## src/rtl/lab3_cache_batch_mem_responder.sv

```systemverilog
// ---------------------------------------------------------------------------
// lab3_cache_batch_mem_responder
//
// Purpose:
//   Memory-side end of the cache's batch line-transfer interface. A whole-line
//   read (refill) or write (writeback/flush) request is split into LINE_WORDS
//   in-order word requests on a 32-bit word memory port. Read data is
//   reassembled into a single line beat returned to the cache.
//
// Configuration macro:
//   BATCH_MEM_WRITE_ACK_EN - when defined, a completed write line produces one
//   response beat with all-zero data. When undefined, write lines complete
//   silently and the line response channel carries read data only.
//
// Ports:
//   clk, reset               clock; asynchronous active-low reset
//   batch_req_*              line request in (val/rdy, rw, addr, data)
//   batch_resp_*             line response out (val/rdy, data)
//   memreq_*                 word request out (val/rdy, type, addr, data)
//   memresp_*                word response in (val/rdy, data)
//   state_dbg                current FSM state: 0 IDLE, 1 ISSUE, 2 DRAIN, 3 RESP
//
// Handshake rule (all four channels): a transfer happens on a rising clock
// edge where both val and rdy are 1. The sender holds val and its payload
// stable until that edge; val never depends combinationally on rdy.
// ---------------------------------------------------------------------------
module lab3_cache_batch_mem_responder #(
   parameter int LINE_WORDS = 4
) (
   input  logic                     clk,
   input  logic                     reset,
   input  logic                     batch_req_val,
   output logic                     batch_req_rdy,
   input  logic                     batch_req_rw,
   input  logic [31:0]              batch_req_addr,
   input  logic [32*LINE_WORDS-1:0] batch_req_data,
   output logic                     batch_resp_val,
   input  logic                     batch_resp_rdy,
   output logic [32*LINE_WORDS-1:0] batch_resp_data,
   output logic                     memreq_val,
   input  logic                     memreq_rdy,
   output logic                     memreq_type,
   output logic [31:0]              memreq_addr,
   output logic [31:0]              memreq_data,
   input  logic                     memresp_val,
   output logic                     memresp_rdy,
   input  logic [31:0]              memresp_data,
   output logic [1:0]               state_dbg
);

   localparam int IW  = $clog2(LINE_WORDS);
   localparam int CW  = IW + 1;
   localparam int OFS = IW + 2;

   typedef enum logic [1:0] {
      IDLE  = 2'd0,
      ISSUE = 2'd1,
      DRAIN = 2'd2,
      RESP  = 2'd3
   } state_t;

   state_t                    state;
   logic                      rw;
   logic [31:0]               base;
   logic [32*LINE_WORDS-1:0]  line;
   logic [CW-1:0]             issue_cnt;
   logic [CW-1:0]             resp_cnt;

   logic                      issue_fire;
   logic                      issue_last;
   logic                      resp_fire;
   logic [CW-1:0]             resp_cnt_nxt;
   logic                      resp_done;
   logic [IW-1:0]             issue_idx;
   logic [IW-1:0]             resp_idx;
   logic                      unused_addr_bits;

   // Offset bits inside the line are discarded when the base is latched.
   assign unused_addr_bits = ^batch_req_addr[OFS-1:0];

   assign issue_idx    = issue_cnt[IW-1:0];
   assign resp_idx     = resp_cnt[IW-1:0];
   assign issue_fire   = memreq_val && memreq_rdy;
   assign issue_last   = (issue_cnt == CW'(LINE_WORDS - 1));
   assign resp_fire    = memresp_val && memresp_rdy;
   // Counting the response accepted this cycle lets DRAIN finish on the
   // same edge that takes the final word.
   assign resp_cnt_nxt = resp_cnt + CW'(resp_fire);
   assign resp_done    = (resp_cnt_nxt == CW'(LINE_WORDS));

   // Base is line aligned, so adding the word offset never carries into
   // the tag bits except for the intended mod-2^32 wrap.
   assign memreq_type     = rw;
   assign memreq_addr     = base + {{(32-OFS){1'b0}}, issue_idx, 2'b00};
   assign memreq_data     = line[{issue_idx, 5'b00000} +: 32];
   assign batch_resp_data = line;
   assign state_dbg       = state;

   always_ff @(posedge clk or negedge reset) begin
      if (!reset) begin
         state          <= IDLE;
         rw             <= 1'b0;
         base           <= '0;
         line           <= '0;
         issue_cnt      <= '0;
         resp_cnt       <= '0;
         batch_req_rdy  <= 1'b0;
         batch_resp_val <= 1'b0;
         memreq_val     <= 1'b0;
         memresp_rdy    <= 1'b0;
      end else begin
         // Responses are in order, so resp_cnt names the slot to fill.
         // Issued slots are always ahead of filled slots, so a read response
         // never clobbers a word that still has to be sent.
         if (resp_fire) begin
            resp_cnt <= resp_cnt_nxt;
            if (!rw) begin
               line[{resp_idx, 5'b00000} +: 32] <= memresp_data;
            end
         end

         case (state)
            IDLE: begin
               // Ready rises one cycle after reset release and then stays
               // high until a request is taken.
               batch_req_rdy <= 1'b1;
               if (batch_req_val && batch_req_rdy) begin
                  rw            <= batch_req_rw;
                  base          <= {batch_req_addr[31:OFS], {OFS{1'b0}}};
                  line          <= batch_req_data;
                  issue_cnt     <= '0;
                  resp_cnt      <= '0;
                  batch_req_rdy <= 1'b0;
                  memreq_val    <= 1'b1;
                  memresp_rdy   <= 1'b1;
                  state         <= ISSUE;
               end
            end

            ISSUE: begin
               if (issue_fire) begin
                  issue_cnt <= issue_cnt + CW'(1);
                  if (issue_last) begin
                     memreq_val <= 1'b0;
                     state      <= DRAIN;
                  end
               end
            end

            DRAIN: begin
               if (resp_done) begin
                  memresp_rdy <= 1'b0;
                  if (!rw) begin
                     batch_resp_val <= 1'b1;
                     state          <= RESP;
                  end else begin
`ifdef BATCH_MEM_WRITE_ACK_EN
                     // Write acknowledge carries an all-zero line.
                     line           <= '0;
                     batch_resp_val <= 1'b1;
                     state          <= RESP;
`else
                     issue_cnt      <= '0;
                     resp_cnt       <= '0;
                     batch_req_rdy  <= 1'b1;
                     state          <= IDLE;
`endif
                  end
               end
            end

            RESP: begin
               if (batch_resp_rdy) begin
                  batch_resp_val <= 1'b0;
                  batch_req_rdy  <= 1'b1;
                  issue_cnt      <= '0;
                  resp_cnt       <= '0;
                  state          <= IDLE;
               end
            end

            default: state <= IDLE;
         endcase
      end
   end

endmodule
```

## config.mk

```make
export PLATFORM = sky130hd
export DESIGN_NAME = lab3_cache_batch_mem_responder
export DESIGN_NICKNAME = d
export VERILOG_FILES = /design/src/rtl/lab3_cache_batch_mem_responder.sv
export SDC_FILE = /design/constraint.sdc
export NUM_CORES = 1
export LEC_CHECK = 0
export ABC_AREA = 0
export CAP_MARGIN = 5
export CORE_MARGIN = 2
export CORE_UTILIZATION = 38
export CTS_CLUSTER_DIAMETER = 40
export DETAILED_ROUTE_END_ITERATION = 7
export PLACE_DENSITY = 0.77
export SLEW_MARGIN = 20
export SYNTH_ARGS = -nofsm -noshare
export SYNTH_HDL_FRONTEND = slang
export SYNTH_SLANG_ARGS = --single-unit
```

## constraint.sdc

```tcl
create_clock -name clk -period 2.3 [get_ports clk]
set_clock_uncertainty 0.05 [all_clocks]
set_input_delay 0.575 -clock clk [delete_from_list [all_inputs] [get_ports clk]]
set_output_delay 0.575 -clock clk [all_outputs]
set_load 0.01 [all_outputs]
```

==> flow_summary.toml <==
[clock_network]
cts.path.max_buffers = 2
clock_latency_ns = 0.41
htreeDepth = 4
root_buffer = "clkbuf_16"
cts.sinks = 169
path_clk_slew_ns = 0.07
ctsHoldBuffers = 0
cts_buffers = 17
tritoncts = "yes"

[power_and_ir_drop]
ir_worst_vdd_uv = 373
power.leakage_nw = 6.16
p_per_area_mw_per_mm2 = 452
report.power.total_mw = 6.41

[floorplan]
die-height_um = 155
dieArea_mm2 = 0.0241
ioPinCount = 398
start_util_pct = 38.5
fp-row-count = 55
die_w_um = 155
core_area_mm2 = 0.0226

[worst_setup_path]
required_ns = 1.67
slowest_delay_ns = 0.54
critical_path_cell_count = 4
path_class = "flop to primary output"
rr_startpoint = "resp_cnt[1]"
crit_top_cell = "buf_12"
crit_family = "multiplexers"
cp-endpoint = "memreq_data[16]"
crit_path_end_kind = "primary output"
cp_cell_sequence = "buf_12, buf_12, mux4_2, buf_6"
arrival_ns = 1.76
r2r_end = "batch_resp_data[127]"
cp_num_buf_inv = 3
rr_worst_depth = 7
critical-path-slowest-cell = "mux4_2"
r2r_slack_ns = 0.13
crit_path_start = "issue_cnt[0]"
worstSetupStartpointType = "flop"
worst-path-max-fanout = 8

[grt]
met3_usage_pct = 5.88
grt_overflow = 0
grtUsageMet2_pct = 48.3
grt_antenna_before_repair = 1
use_met1_pct = 37.5
grt-busiest-layer = "met2"
grt_max_degree = 49
grt_pass1_wl_um = 53400
global_route.usage.total_pct = 28.7
first_global_vias = 9389

[sta]
period_share_pct = 104
finalCriticalPeriod_ns = 2.39
maxSlewViolCount = 0
tns_ns = -1.76
hold_viol = 0
grt_setup_unrepaired = "yes"
layout_setup_ws_ns = -0.0858
fmax_mhz = 419
setup_viol = 32

[synth]
synth_area_per_cell_um2 = 9.30
synthTopCellsByCount = "nand2_1, dfrtp_1, nor2_1, a31oi_1, nand3_1"
yosysTopAreaCell = "dfrtp_1"
synth_edf_count = 0
yosysSeqAreaShare_pct = 48.6
synthArstFlopShare_pct = 100
synthesis.area_mm2 = 0.00870
ys_ff_latch = 169
syn_inst = 935
netlist.area_leader.share_pct = 48.6
ys.flop_type = "dfrtp_1"
synth.most_common_cell = "nand2_1"
synth.distinct_cells = 43
synth.area.top_cells = "dfrtp_1, nand2_1, mux4_2"
yosys_warnings = 0

[route]
wire_per_inst_um = 21.4
drc = 0
drtIter0Drc = 714
via_count = 9138
via_per_inst = 5.57
wl_um = 35100
detail-route-antenna-nets = 0
dr.pass1.iters = 7

[layout]
drive_gt1_share_pct = 15.4
nets = 1550
area_delta_synth_final_pct = 62.9

[place]
hpwl_um = 24700
pre_cts_ws_ns = -0.489
port_buffers = 391
finalWeightedCongestion = 0.864

[run]
cap_violations = 0

[run_status]
violations = "negative setup slack"
outcome = "finished, violations left"

[worst_hold_path]
hp-class = "primary input to async pin"
-- layout make-up --
cell class	count	area [um^2]
fillers	1892	8400
repair buffers	471	4890
flip-flops and latches	169	4230
multi-input cells	678	4070
clock buffers	18	439
well taps	285	357
clock inverters	14	164
inverters	5	18.8
diodes	1	2.50
-- state kept, by name, summed over array words and instances (netlist names) --
signal,cells
base,28
batch_req_rdy,1
batch_resp_data,128
batch_resp_val,1
issue_cnt,3
memreq_type,1
memreq_val,1
memresp_rdy,1
resp_cnt,3
state_dbg,2
-- placed cells by master (no fill, tap or decap), types with 2 or more instances in the layout --
cell type / n
nand2_2: 3
clkinv_4: 3
nand4_1: 2
nand2_1: 191
ha_1: 7
buf_4: 45
dfrtp_2: 2
inv_6: 3
and3b_1: 2
clkbuf_16: 17
buf_2: 17
a21oi_1: 4
inv_1: 3
nand3_1: 102
clkinv_2: 2
mux2_2: 2
nor2_1: 165
bufinv_16: 2
nand2b_1: 3
clkdlybuf4s50_1: 356
nor4b_4: 2
ha_4: 2
mux4_2: 32
a221oi_2: 5
dfrtp_1: 167
inv_8: 3
a31oi_1: 102
a221oi_1: 23
nor3b_4: 2
o21ai_0: 4
and2_2: 4
buf_12: 33
conb_1: 2
buf_6: 17
-- what timing repair did --
action	in CTS	in global routing
cloned	3	0
setup buffers	6	1
pin swaps	2	3
resized for setup	148	11
setup endpoints to repair	35	36
-- report_power, final --
group | switching (mW) | internal [mW] | total (mW) | leakage (nW)
logic | 0.150 | 0.302 | 0.452 | 3.51
registers | 0 | 2.97 | 2.97 | 2.35
clock network | 1.32 | 1.67 | 2.98 | 0.297
total | 1.47 | 4.94 | 6.41 | 6.16
-- worst min-delay path by stage --
stage | to | slack, ns | cells after the start
finish | batch_resp_data[124] | 0.005 | 1
global route | batch_resp_data[124] | 0.01 | 1
CTS | batch_resp_data[124] | 0.007 | 1
detailed placement | base[12] | 0.41 | 2
global placement | base[30] | 0.41 | 2
floorplan | base[10] | 0.23 | 0
-- stage by stage --
stage	hold WS (ns)	utilization (%)	cells	instance area, um^2
global route	0.0115	62.8	1641	14200
floorplan	0.229	-	936	8710
finish	0.00550	62.8	1641	14200
CTS	0.00686	62.8	1641	14200
detailed placement	0.411	59.7	1600	13500
global placement	0.408	59.7	1600	13500
-- cells by family after synthesis --
| logic type | count (synthesis) | share of synthesized area [%] |
|---|---|---|
| AOI/OAI and AO/OA | 144 | 11.6 |
| muxes | 36 | 8.79 |
| buffers and inverters | 89 | 5.47 |
| DFF | 169 | 48.6 |
| and+or+nand+nor | 485 | 24.0 |
| xor gates and xnor gates | 2 | 0.201 |
| adders and majority gates | 9 | 1.29 |
| other | 1 | 0.0431 |
-- layer usage --
metal	vias to the layer above	share of wire, %
met4	0	2.5
met1	4448	40
li1	4108	-
met5	-	0
met2	519	49
met3	63	7.9
No activity file was read; power rests on OpenSTA's default activity.
